**src/rtl/sipo_frame_ctrl.sv**
```systemverilog
// ---------------------------------------------------------------------------
// sipo_frame_ctrl
//
// Frames a serial bit stream into WIDTH-bit words. A one-cycle sof pulse
// starts (or restarts) a frame. Each cycle with din_vld=1 shifts one bit in,
// MSB first. When the last bit arrives, the assembled word is latched into
// the output register. It is then offered to a consumer through a
// valid/ready handshake.
//
// Optional feature, macro SIPO_FRAME_PARITY_EN:
//   When it is defined, one even-parity bit follows the data bits.
//   par_err reports ^{word, parity_bit} for the word held in dout.
//   When it is undefined, no parity state exists and par_err is tied to 0.
//
// Handshake: dout_valid=1 means dout holds an unconsumed word. The consumer
// takes the word on a rising edge where dout_valid & dout_ready. While
// dout_valid=1 and dout_ready=0, dout and dout_valid do not change.
//
// Ports:
//   clk        in   system clock, rising edge
//   clear      in   asynchronous active-high reset
//   sof        in   start-of-frame pulse
//   din        in   serial data bit, sampled when din_vld=1
//   din_vld    in   bit strobe
//   dout       out  assembled word, first bit received in dout[WIDTH-1]
//   dout_valid out  dout holds an unconsumed word
//   dout_ready in   consumer accepts dout
//   busy       out  frame in progress (SHIFT or PARITY)
//   overrun    out  sticky: a completed word was dropped
//   par_err    out  parity error of the word in dout
// ---------------------------------------------------------------------------
module sipo_frame_ctrl #(
    parameter int WIDTH = 4,
    parameter int CNT_W = 3
) (
    input  logic             clk,
    input  logic             clear,
    input  logic             sof,
    input  logic             din,
    input  logic             din_vld,
    output logic [WIDTH-1:0] dout,
    output logic             dout_valid,
    input  logic             dout_ready,
    output logic             busy,
    output logic             overrun,
    output logic             par_err
);

    localparam logic [CNT_W-1:0] LAST_BIT = CNT_W'(WIDTH - 1);

    typedef enum logic [1:0] {
        IDLE   = 2'd0,
        SHIFT  = 2'd1
`ifdef SIPO_FRAME_PARITY_EN
        ,PARITY = 2'd2
`endif
    } state_e;

    state_e           state_q, state_d;
    logic [CNT_W-1:0] bit_cnt_q, bit_cnt_d;
    logic [WIDTH-1:0] shreg_q, shreg_d;
    logic [WIDTH-1:0] dout_q, dout_d;
    logic             dout_valid_q, dout_valid_d;
    logic             overrun_q, overrun_d;

    logic             complete;
    logic [WIDTH-1:0] shifted;
    logic [WIDTH-1:0] word;

`ifdef SIPO_FRAME_PARITY_EN
    logic par_err_q, par_err_d;
    logic par_bit;
`endif

    assign shifted = {shreg_q[WIDTH-2:0], din};

    // ------------------------------------------------------------------
    // State register
    // ------------------------------------------------------------------
    always_ff @(posedge clk or posedge clear) begin
        if (clear) begin
            state_q      <= IDLE;
            bit_cnt_q    <= '0;
            shreg_q      <= '0;
            dout_q       <= '0;
            dout_valid_q <= 1'b0;
            overrun_q    <= 1'b0;
        end else begin
            state_q      <= state_d;
            bit_cnt_q    <= bit_cnt_d;
            shreg_q      <= shreg_d;
            dout_q       <= dout_d;
            dout_valid_q <= dout_valid_d;
            overrun_q    <= overrun_d;
        end
    end

`ifdef SIPO_FRAME_PARITY_EN
    always_ff @(posedge clk or posedge clear) begin
        if (clear) begin
            par_err_q <= 1'b0;
        end else begin
            par_err_q <= par_err_d;
        end
    end
`endif

    // ------------------------------------------------------------------
    // Next-state logic: framing and bit counting
    // ------------------------------------------------------------------
    always_comb begin
        state_d   = state_q;
        bit_cnt_d = bit_cnt_q;
        shreg_d   = shreg_q;
        complete  = 1'b0;
        word      = shifted;
`ifdef SIPO_FRAME_PARITY_EN
        par_bit   = 1'b0;
`endif

        if (sof) begin
            // sof in any state starts a new frame and drops partial bits.
            // A strobe in the same cycle becomes bit 0 of the new frame.
            state_d   = SHIFT;
            bit_cnt_d = '0;
            if (din_vld) begin
                shreg_d   = shifted;
                bit_cnt_d = CNT_W'(1);
            end
        end else begin
            case (state_q)
                IDLE: begin
                    // Strobes outside a frame are ignored.
                end
                SHIFT: begin
                    if (din_vld) begin
                        shreg_d = shifted;
                        if (bit_cnt_q == LAST_BIT) begin
                            bit_cnt_d = '0;
`ifdef SIPO_FRAME_PARITY_EN
                            state_d   = PARITY;
`else
                            state_d   = IDLE;
                            complete  = 1'b1;
`endif
                        end else begin
                            bit_cnt_d = bit_cnt_q + CNT_W'(1);
                        end
                    end
                end
`ifdef SIPO_FRAME_PARITY_EN
                PARITY: begin
                    // The data word already sits in shreg. This strobe
                    // carries the parity bit only.
                    if (din_vld) begin
                        state_d  = IDLE;
                        complete = 1'b1;
                        word     = shreg_q;
                        par_bit  = ^{shreg_q, din};
                    end
                end
`endif
                default: begin
                    state_d   = IDLE;
                    bit_cnt_d = '0;
                end
            endcase
        end
    end

    // ------------------------------------------------------------------
    // Output register and handshake
    // ------------------------------------------------------------------
    always_comb begin
        dout_d       = dout_q;
        dout_valid_d = dout_valid_q;
        overrun_d    = overrun_q;
`ifdef SIPO_FRAME_PARITY_EN
        par_err_d    = par_err_q;
`endif

        if (complete) begin
            // The slot is free when it is empty, or when the word it holds
            // is consumed on this same edge.
            if (!dout_valid_q || dout_ready) begin
                dout_d       = word;
                dout_valid_d = 1'b1;
`ifdef SIPO_FRAME_PARITY_EN
                par_err_d    = par_bit;
`endif
            end else begin
                overrun_d = 1'b1;
            end
        end else if (dout_valid_q && dout_ready) begin
            dout_valid_d = 1'b0;
        end
    end

    assign dout       = dout_q;
    assign dout_valid = dout_valid_q;
    assign overrun    = overrun_q;
    assign busy       = (state_q != IDLE);
`ifdef SIPO_FRAME_PARITY_EN
    assign par_err    = par_err_q;
`else
    assign par_err    = 1'b0;
`endif

endmodule

```
**config.mk**
```make
export PLATFORM = sky130hd
export DESIGN_NAME = sipo_frame_ctrl
export DESIGN_NICKNAME = d
export VERILOG_FILES = /design/src/rtl/sipo_frame_ctrl.sv
export SDC_FILE = /design/constraint.sdc
export NUM_CORES = 1
export LEC_CHECK = 0
export BUFFER_PORTS_ARGS = -buffer_cell sky130_fd_sc_hd__buf_2
export CORE_AREA = 2 2 39 41
export DETAILED_ROUTE_END_ITERATION = 16
export DIE_AREA = 0 0 41 43
export GPL_ROUTABILITY_DRIVEN = 0
export PLACE_DENSITY = 0.7
export SETUP_SLACK_MARGIN = 0.05
export SLEW_MARGIN = 20
export SYNTH_ARGS = -nofsm -noshare
export SYNTH_HDL_FRONTEND = slang
export SYNTH_SLANG_ARGS = --single-unit
```
**constraint.sdc**
```tcl
create_clock -name clk -period 1.5 [get_ports clk]
set_input_delay 0.375 -clock clk [delete_from_list [all_inputs] [get_ports clk]]
set_output_delay 0.375 -clock clk [all_outputs]
set_load 0.02 [all_outputs]
```
==> flow_metrics.tcl, run 1 <==
set metrics [dict create \
    status "complete, no violations" \
    grt_max_degree 14 \
    rsz0062_at_grt "false" \
    finalNetCount 74 \
    crit_family "simple AND/OR/NAND/NOR gates" \
    vias 428 \
    ir_worst_vdd_uv 579 \
    hpwl_um 765 \
    cts_max_level 1 \
    ys_ff_latch 13 \
    r2r-start "dout_valid$_DFFE_PP0P_" \
    placeableCoreArea_mm2 0.00138 \
    fin_crit_ns 1.42 \
    r2r_cells 4 \
    syn_inst 44 \
    drt_wl_total_mm 1.20 \
    synth_area_um2 557 \
    num_antenna_cells 0 \
    max_freq_ghz 0.704 \
    arrival_ns 1.57 \
    drt-wirelength-per-cell_um 14.6 \
    ioPinCount 14 \
    synth_warnings 0 \
    ctsHoldBuffers 0 \
    worst-path-max-fanout 4 \
    yosysUniqueCellTypes 22 \
    grt_pass1_wl_mm 1.73 \
    antenna_found_initial 0 \
    clk_latency_ns 0.27 \
    crit_type "reg -> reg" \
    cts_sinks 13 \
    dr.pass1.iters 3 \
    syn_avg_cell_area_um2 12.7 \
    io_buffers 12 \
    powerDensity_mw_per_mm2 1220 \
    drive_gt1_frac 0.545 \
    die_height_um 43 \
    finalHoldViolCount 0 \
    yosysSeqAreaShare 0.584 \
    finalPower_mw 0.914 \
    cts_root_buffer "clkbuf_4" \
    r2r_end "dout[0]$_DFFE_PP0P_" \
    setup_viol 0 \
    die_width_um 41 \
    fin_skew_ns 0.00466 \
    final_core_util 0.540 \
    fin_crit_sh 0.947 \
    grt-ovfl-total 0 \
    cp-end-kind "register" \
    n_fill_cell 126 \
    cts_buffer_depth 2 \
    hold_class "in -> async" \
    grt_pass1_vias 414 \
    rows 14 \
    area_growth_pct 34.2 \
    maxCapViolCount 0 \
    cp_data_required_time_ns 1.65 \
    path_clk_slew_ns 0.08 \
    rrSetupSlack_ns 0.08 \
    start_kind "register" \
    drv_slew 0 \
    drtIter0Drc 6 \
    power_leakage_nw 0.369 \
    track_usage 0.152 \
    start_util 0.402 \
    path_cells "nor2b_2 -> nor4_4 -> buf_4 -> mux2_4" \
    synth_nets 51 \
    critical-path-max-stage-delay_ns 0.38 \
    cts_made_buffers 3 \
    critical_path_buf_inv_count 1 \
    final_cell_mix "dfrtp_1, buf_2, buf_4, mux2_4, inv_1" \
    via_per_inst 5.22 \
    drc_errors 0 \
    place_ws_ns -0.00159 \
    fp.dieArea_mm2 0.00176 \
    ant_nets 0 \
    setup_ws_ns 0.0788 \
    cts_tree "built" \
    slowest_stage "dfrtp_1" \
]
state kept, by name (all words and copies together) (netlist names):
signal      count
state_q         1
dout            4
dout_valid      1
bit_cnt_q       3
shreg_q         3
overrun         1
cell families after synthesis:
group,after synthesis,synth area share
AO/OA/AOI/OAI,6,0.0674
multiplexers,7,0.142
flip-flops,13,0.584
other,1,0.00674
buffers and inverters,5,0.0404
AND/OR/NAND/NOR,11,0.137
adder cells (fa/ha/maj),1,0.0225
where the power goes:
group / internal, mW / total [mW] / switching (mW) / leakage [nW]
Combinational: 0.125 / 0.252 / 0.127 / 0.191
Sequential: 0.412 / 0.454 / 0.0416 / 0.163
Clock: 0.103 / 0.208 / 0.106 / 0.0150
what timing repair did:
item | in CTS | in global routing
gates resized for setup | 5 | 3
pin swaps | 1 | 2
endpoints found under the setup margin | 4 | 4
setup buffers | 3 | 1
synthesized netlist by cell type:
cell | n | area share
nand3b_1 | 1 | 0.013
a21o_1 | 1 | 0.013
nor4_4 | 1 | 0.038
a21oi_1 | 1 | 0.0090
a31oi_1 | 1 | 0.011
a311oi_1 | 1 | 0.016
mux2_2 | 4 | 0.081
conb_1 | 1 | 0.0067
buf_4 | 1 | 0.013
inv_1 | 4 | 0.027
nor3_1 | 1 | 0.0090
o21ai_0 | 2 | 0.018
mux2_1 | 3 | 0.061
nand4_1 | 1 | 0.011
nand2_1 | 1 | 0.0067
dfrtp_1 | 13 | 0.58
nand2b_1 | 1 | 0.011
nand2_2 | 1 | 0.011
ha_1 | 1 | 0.022
nor2_1 | 2 | 0.013
or2_2 | 1 | 0.011
nor2b_1 | 1 | 0.011
worst max-delay path by stage:
stage	start	endpoint	slack (ns)	depth (start not counted)
2_1_floorplan	bit_cnt_q[0]$_DFFE_PP0P_	dout[1]$_DFFE_PP0P_	0.08	4
3_3_place_gp	bit_cnt_q[0]$_DFFE_PP0P_	dout[2]$_DFFE_PP0P_	0.05	4
4_1_cts	bit_cnt_q[0]$_DFFE_PP0P_	dout[3]$_DFFE_PP0P_	0.04	5
3_5_place_dp	bit_cnt_q[0]$_DFFE_PP0P_	dout[0]$_DFFE_PP0P_	-0.002	4
6_report	dout_valid$_DFFE_PP0P_	dout[0]$_DFFE_PP0P_	0.08	4
5_1_grt	dout_valid$_DFFE_PP0P_	dout[2]$_DFFE_PP0P_	0.04	4
area by class of cell:
class	count	area (um^2)	share of cell area
Inverter	4	15.0	0.0201
Multi-Input combinational cell	26	246	0.330
Clock buffer	4	26.3	0.0352
Sequential cell	13	327	0.437
Timing Repair Buffer	19	113	0.151
Tap cell	16	20.0	0.0268
routing by layer:
| metal | GRT usage | vias to the layer above | wire (um) |
|---|---|---|---|
| met3 | 0.0524 | 6 | 57 |
| met1 | 0.180 | 210 | 466 |
| met5 | 0 | - | 0 |
| met2 | 0.213 | 16 | 631 |
| met4 | 0.120 | 0 | 42 |
| li1 | - | 196 | - |
metrics by stage:
step | cell area, um^2 | hold slack (ns) | instances | setup TNS, ns
floorplan | 558 | 0.252 | 44 | 0
global placement | 653 | 0.406 | 74 | 0
detailed placement | 653 | 0.414 | 74 | -0.00159
CTS | 729 | 0.120 | 81 | 0
global route | 747 | 0.145 | 82 | 0
finish | 747 | 0.109 | 82 | 0
Note: power is estimated with default switching activity, not from simulation.
==> run 2: changes to the inputs <==
ABC_AREA = 1   (was not set)
PLACE_DENSITY = 0.72   (was 0.7)
clock period = 1.7 ns   (was 1.5 ns; I/O delays follow)
==> flow_metrics.tcl, run 2 <==
set metrics [dict create \
    async_flop_share 1.00 \
    syn_avg_cell_area_um2 9.07 \
    maxCapViolCount 0 \
    critical_path_buf_inv_count 1 \
    fin_crit_sh 0.741 \
    synth_most_common_cell "nand2_1" \
    crit_type "reg -> out" \
    ant_nets 0 \
    post_cts_buffers 0 \
    cts_max_level 1 \
    cp_data_required_time_ns 1.27 \
    synth_top_family_by_area "simple AND/OR/NAND/NOR gates" \
    path_cells "buf_2" \
    antenna_found_initial 0 \
    via_per_inst 4.83 \
    cp_num_cells 1 \
    drc_errors 0 \
    cts_buffer_depth 2 \
    final.setup.tns_ns 0 \
    synth_warnings 0 \
    setup_viol 0 \
    synth_area_leaders "dfrtp_1, nand2_1, inv_1, nand3_1, nand4_1" \
    drt-wirelength-per-cell_um 10.9 \
    track_usage 0.151 \
    use_met1 0.214 \
    ctsHoldBuffers 0 \
    final_common_cell "nand2_1" \
    synth_compound_area_frac 0.0560 \
    final_core_util 0.491 \
    synth_nets 71 \
    n_fill_cell 129 \
    cp-end-kind "primary output" \
    use_met3 0.0314 \
    syn_inst 64 \
    finalHoldViolCount 0 \
    r2r_end "dout[2]$_DFFE_PP0P_" \
    busiest_layer "met1" \
    die_width_um 41 \
    r2r-start "bit_cnt_q[0]$_DFFE_PP0P_" \
    yosysSeqAreaShare 0.560 \
    final_cell_mix "nand2_1, dfrtp_1, buf_2, inv_1, nand3_1" \
    vias 459 \
    hold_class "in -> async" \
    cts_sinks 13 \
    synthSimpleGateAreaFrac 0.297 \
    fin_skew_ns 0.00451 \
    synth_ff_type "dfrtp_1" \
    met2_usage 0.200 \
    drive_gt1_frac 0.253 \
    cts_tree "built" \
    drt_wl_total_mm 1.03 \
    grt_max_degree 14 \
    ioPinCount 14 \
    ir_worst_vdd_uv 465 \
    fin_worst_hold_slack_ns 0.153 \
    largest_register_ffs 4 \
    die_height_um 43 \
    placeableCoreArea_mm2 0.00138 \
    synth.top_cell.area_share 0.560 \
    grt-ovfl-total 0 \
    finalPower_mw 0.797 \
    r2r_cells 6 \
    clk_latency_ns 0.28 \
    rsz0062_at_grt "false" \
    path_clk_slew_ns 0.08 \
    fin_crit_ns 1.26 \
    cts_root_buffer "clkbuf_4" \
    arrival_ns 0.84 \
    worst-path-max-fanout 3 \
    synth-edff-count 0 \
    powerDensity_mw_per_mm2 1170 \
    drv_slew 0 \
    synth_area_um2 581 \
    grt_pass1_wl_mm 1.75 \
    synthMuxAreaShare 0 \
    cp-startpoint "state_q[0]$_DFFE_PP0P_" \
    io_buffers 12 \
    hpwl_um 796 \
    fp.dieArea_mm2 0.00176 \
    dr.pass1.iters 2 \
    power_leakage_nw 0.380 \
    grt_pass1_vias 414 \
    start_kind "register" \
    cts_made_buffers 3 \
    synth_top_cell_by_area "dfrtp_1" \
    crit_family "flip-flops" \
    cts.repair.resized 0 \
    rows 14 \
    finalNetCount 87 \
    num_antenna_cells 0 \
    synth_common_cells "nand2_1, dfrtp_1, inv_1" \
    status "complete, no violations" \
    crit_end "busy" \
    max_freq_ghz 0.793 \
    drtIter0Drc 7 \
    rrSetupSlack_ns 0.47 \
    start_util 0.420 \
    area_growth_pct 17.0 \
    slowest_stage "dfrtp_1" \
    synth_xor_area_frac 0 \
    critical-path-max-stage-delay_ns 0.40 \
    yosysUniqueCellTypes 18 \
    synthAdderAreaFrac 0.0216 \
    ys_ff_latch 13 \
]
[run 2: cell count changes after synthesis, moves of 3 or more]
| cell | change |
|---|---|
| inv_1 | +3 |
| mux2_1 | -3 |
| mux2_2 | -4 |
| nand2_1 | +19 |
| nand3_1 | +5 |
| nand4_1 | +3 |
[run 2: metal layers]
layer  routed length [um]  part of all wire
met5                    0                 0
met2                  466              0.45
met4                   25             0.024
met1                  503              0.49
met3                   36             0.035
[run 2: cells by family (layout without fill, tap and decap cells)]
family,after synthesis,after routing
flops,13,13
other cells,1,1
simple gates,36,36
buf+inv,8,23
compound gates,5,5
fa+ha+maj,1,1
[run 2: layout make-up]
cell class / instances / area, um^2 / area share
inverters: 7 / 26.3 / 0.0387
repair buffers: 12 / 60.1 / 0.0884
multi-input cells: 43 / 221 / 0.326
flip-flops and latches: 13 / 325 / 0.479
well taps: 16 / 20.0 / 0.0295
clock buffers: 4 / 26.3 / 0.0387
[run 2: stage by stage]
stage / instances / setup slack, ns / cell area (um^2)
final: 95 / 0.439 / 679
after detailed placement: 91 / 0.485 / 653
after floorplan: 64 / 0.580 / 581
after CTS: 95 / 0.431 / 679
after global routing: 95 / 0.322 / 679
after global placement: 91 / 0.520 / 653
[run 2: worst min path at each step]
stage                                   start                  endpoint  slack [ns]  cells after the start
after floorplan                         clear  bit_cnt_q[0]$_DFFE_PP0P_        0.30                      1
after global placement    overrun$_DFFE_PP0P_       overrun$_DFFE_PP0P_        0.45                      1
after detailed placement  overrun$_DFFE_PP0P_       overrun$_DFFE_PP0P_        0.46                      1
after CTS                               clear       dout[3]$_DFFE_PP0P_        0.17                      2
after global routing                    clear       dout[2]$_DFFE_PP0P_        0.21                      2
final                                   clear       dout[3]$_DFFE_PP0P_        0.15                      2
[run 2: report_power, final]
group | leakage, nW | internal [mW] | switching (mW)
clock network | 0.0150 | 0.0910 | 0.0984
registers | 0.164 | 0.368 | 0.0358
logic | 0.200 | 0.0681 | 0.135
total | 0.380 | 0.527 | 0.269
==> run 3: changes to the inputs <==
ABC_AREA = 0   (was 1)
PLACE_DENSITY = 0.7   (was 0.72)
clock period = 1.3 ns   (was 1.7 ns; I/O delays follow)
==> flow_metrics.tcl, run 3 (synthesis gave the netlist of run 1 again) <==
set metrics [dict create \
    arrival_ns 1.57 \
    finalPower_mw 1.07 \
    maxCapViolCount 0 \
    p_int_mw 0.762 \
    dpl.cell_count 79 \
    seq_area_um2 327 \
    critical_path_buf_inv_count 1 \
    antenna_found_initial 0 \
    hpwl_um 778 \
    final_common_cell "buf_4" \
    placeableCoreArea_mm2 0.00138 \
    setup_viol 4 \
    ant_nets 0 \
    grt_pass1_wl_mm 1.71 \
    seqPwrFrac 0.482 \
    cp_num_cells 5 \
    cp-end-kind "register" \
    fp.dieArea_mm2 0.00176 \
    drt_wl_total_mm 1.10 \
    p_sw_mw 0.310 \
    setup_ws_ns -0.116 \
    drive_gt1_frac 0.589 \
    cts_buffer_depth 2 \
    fin_skew_ns 0.00192 \
    clk_latency_ns 0.27 \
    final.setup.tns_ns -0.459 \
    path_clk_slew_ns 0.07 \
    path_cells "ha_4 -> nand2b_4 -> nor4_4 -> buf_4 -> mux2_4" \
    violations "negative setup slack" \
    drtIter0Drc 2 \
    crit_family "flip-flops" \
    drv_slew 0 \
    grt_pass1_vias 415 \
    status "finished, violations left" \
    start_util 0.402 \
    powerDensity_mw_per_mm2 1320 \
    drt-wirelength-per-cell_um 12.3 \
    track_usage 0.151 \
    die_height_um 43 \
    r2r_cells 5 \
    cts_made_buffers 3 \
    p_comb_frac 0.295 \
    cts_root_buffer "clkbuf_4" \
    num_antenna_cells 0 \
    cts_sinks 13 \
    max_freq_ghz 0.706 \
    multi_input_area_um2 249 \
    grt_max_degree 14 \
    cts_tree "built" \
    pwr-share-clk 0.222 \
    critical-path-max-stage-delay_ns 0.40 \
    fin_crit_sh 1.09 \
    ioPinCount 14 \
    slowest_stage "dfrtp_1" \
    swShare 0.289 \
    io_buffers 12 \
    power_leakage_nw 0.408 \
    worst-path-max-fanout 4 \
    vias 439 \
    drc_errors 0 \
    postPlaceCellArea_um2 701 \
    cp_data_required_time_ns 1.46 \
    place_ws_ns -0.175 \
    hold_class "in -> async" \
    ctsHoldBuffers 0 \
    n_fill_cell 124 \
    fin_area_um2 812 \
    finalNetCount 81 \
    crit_type "reg -> reg" \
    final_cell_mix "buf_4, dfrtp_1, buf_2, mux2_4, inv_1" \
    area_growth_pct 45.8 \
    instances_no_fill 89 \
    die_width_um 41 \
    via_per_inst 4.93 \
    rsz0062_at_grt "true" \
    largest_register_ffs 4 \
    rows 14 \
    finalHoldViolCount 0 \
    fin_crit_ns 1.42 \
    ir_worst_vdd_uv 820 \
    dr.pass1.iters 2 \
    grt-ovfl-total 0 \
    start_kind "register" \
    cts_max_level 1 \
]
## run 3: cell count changes in the layout (fill, tap and decap cells not counted), moves of 2 or more
cell | before | now
nand2_1 | 20 | 1
buf_6 | 0 | 2
mux2_2 | 0 | 3
inv_1 | 7 | 4
nand3_1 | 5 | 0
buf_4 | 0 | 13
mux2_4 | 0 | 4
nand4_1 | 4 | 1
## run 3: final cells by class
cell class	count	share of cell area
multi-input combinational	26	0.307
inverter	4	0.0185
sequential	13	0.402
clock buffer	4	0.0324
timing repair buffer	26	0.216
tap	16	0.0247
## run 3: worst paths after layout
check / from / end / slack [ns]
max: bit_cnt_q[0]$_DFFE_PP0P_ / dout[0]$_DFFE_PP0P_ / -0.12
min: clear / dout[2]$_DFFE_PP0P_ / 0.06
max reg2reg: bit_cnt_q[0]$_DFFE_PP0P_ / dout[0]$_DFFE_PP0P_ / -0.12
min reg2reg: overrun$_DFFE_PP0P_ / overrun$_DFFE_PP0P_ / 0.46
max in group asynchronous: clear / state_q[0]$_DFFE_PP0P_ / 0.89
min in group clk: din / shreg_q[0]$_DFFE_PP0P_ / 0.30
## run 3: power groups by stage
stage          sequential [mW]  clock (mW)  combinational, mW
4_1_cts                  0.517       0.250              0.308
3_3_place_gp             0.520           0              0.249
3_5_place_dp             0.518           0              0.254
5_1_grt                  0.526       0.263              0.340
6_report                 0.517       0.238              0.316
2_1_floorplan            0.578           0             0.0907
## run 3: layer usage
layer,GRT usage,routed length (um),part of all wire,vias to the layer above
met5,0,0,0,-
li1,-,-,-,211
met1,0.188,490,0.45,216
met3,0.0314,35,0.032,2
met2,0.225,560,0.51,10
met4,0.100,9,0.0082,0
## run 3: repair_timing
item | in CTS | in global routing
pin swaps | 2 | 2
gates resized for setup | 8 | 1
setup buffers | 4 | 2
setup endpoints to repair | 6 | 9
## run 3: per-stage QoR
| stage | util | hold WS (ns) |
|---|---|---|
| 2_1_floorplan | - | 0.202 |
| 3_3_place_gp | 0.506 | 0.360 |
| 3_5_place_dp | 0.506 | 0.368 |
| 4_1_cts | 0.572 | 0.0733 |
| 5_1_grt | 0.587 | 0.107 |
| 6_report | 0.587 | 0.0591 |
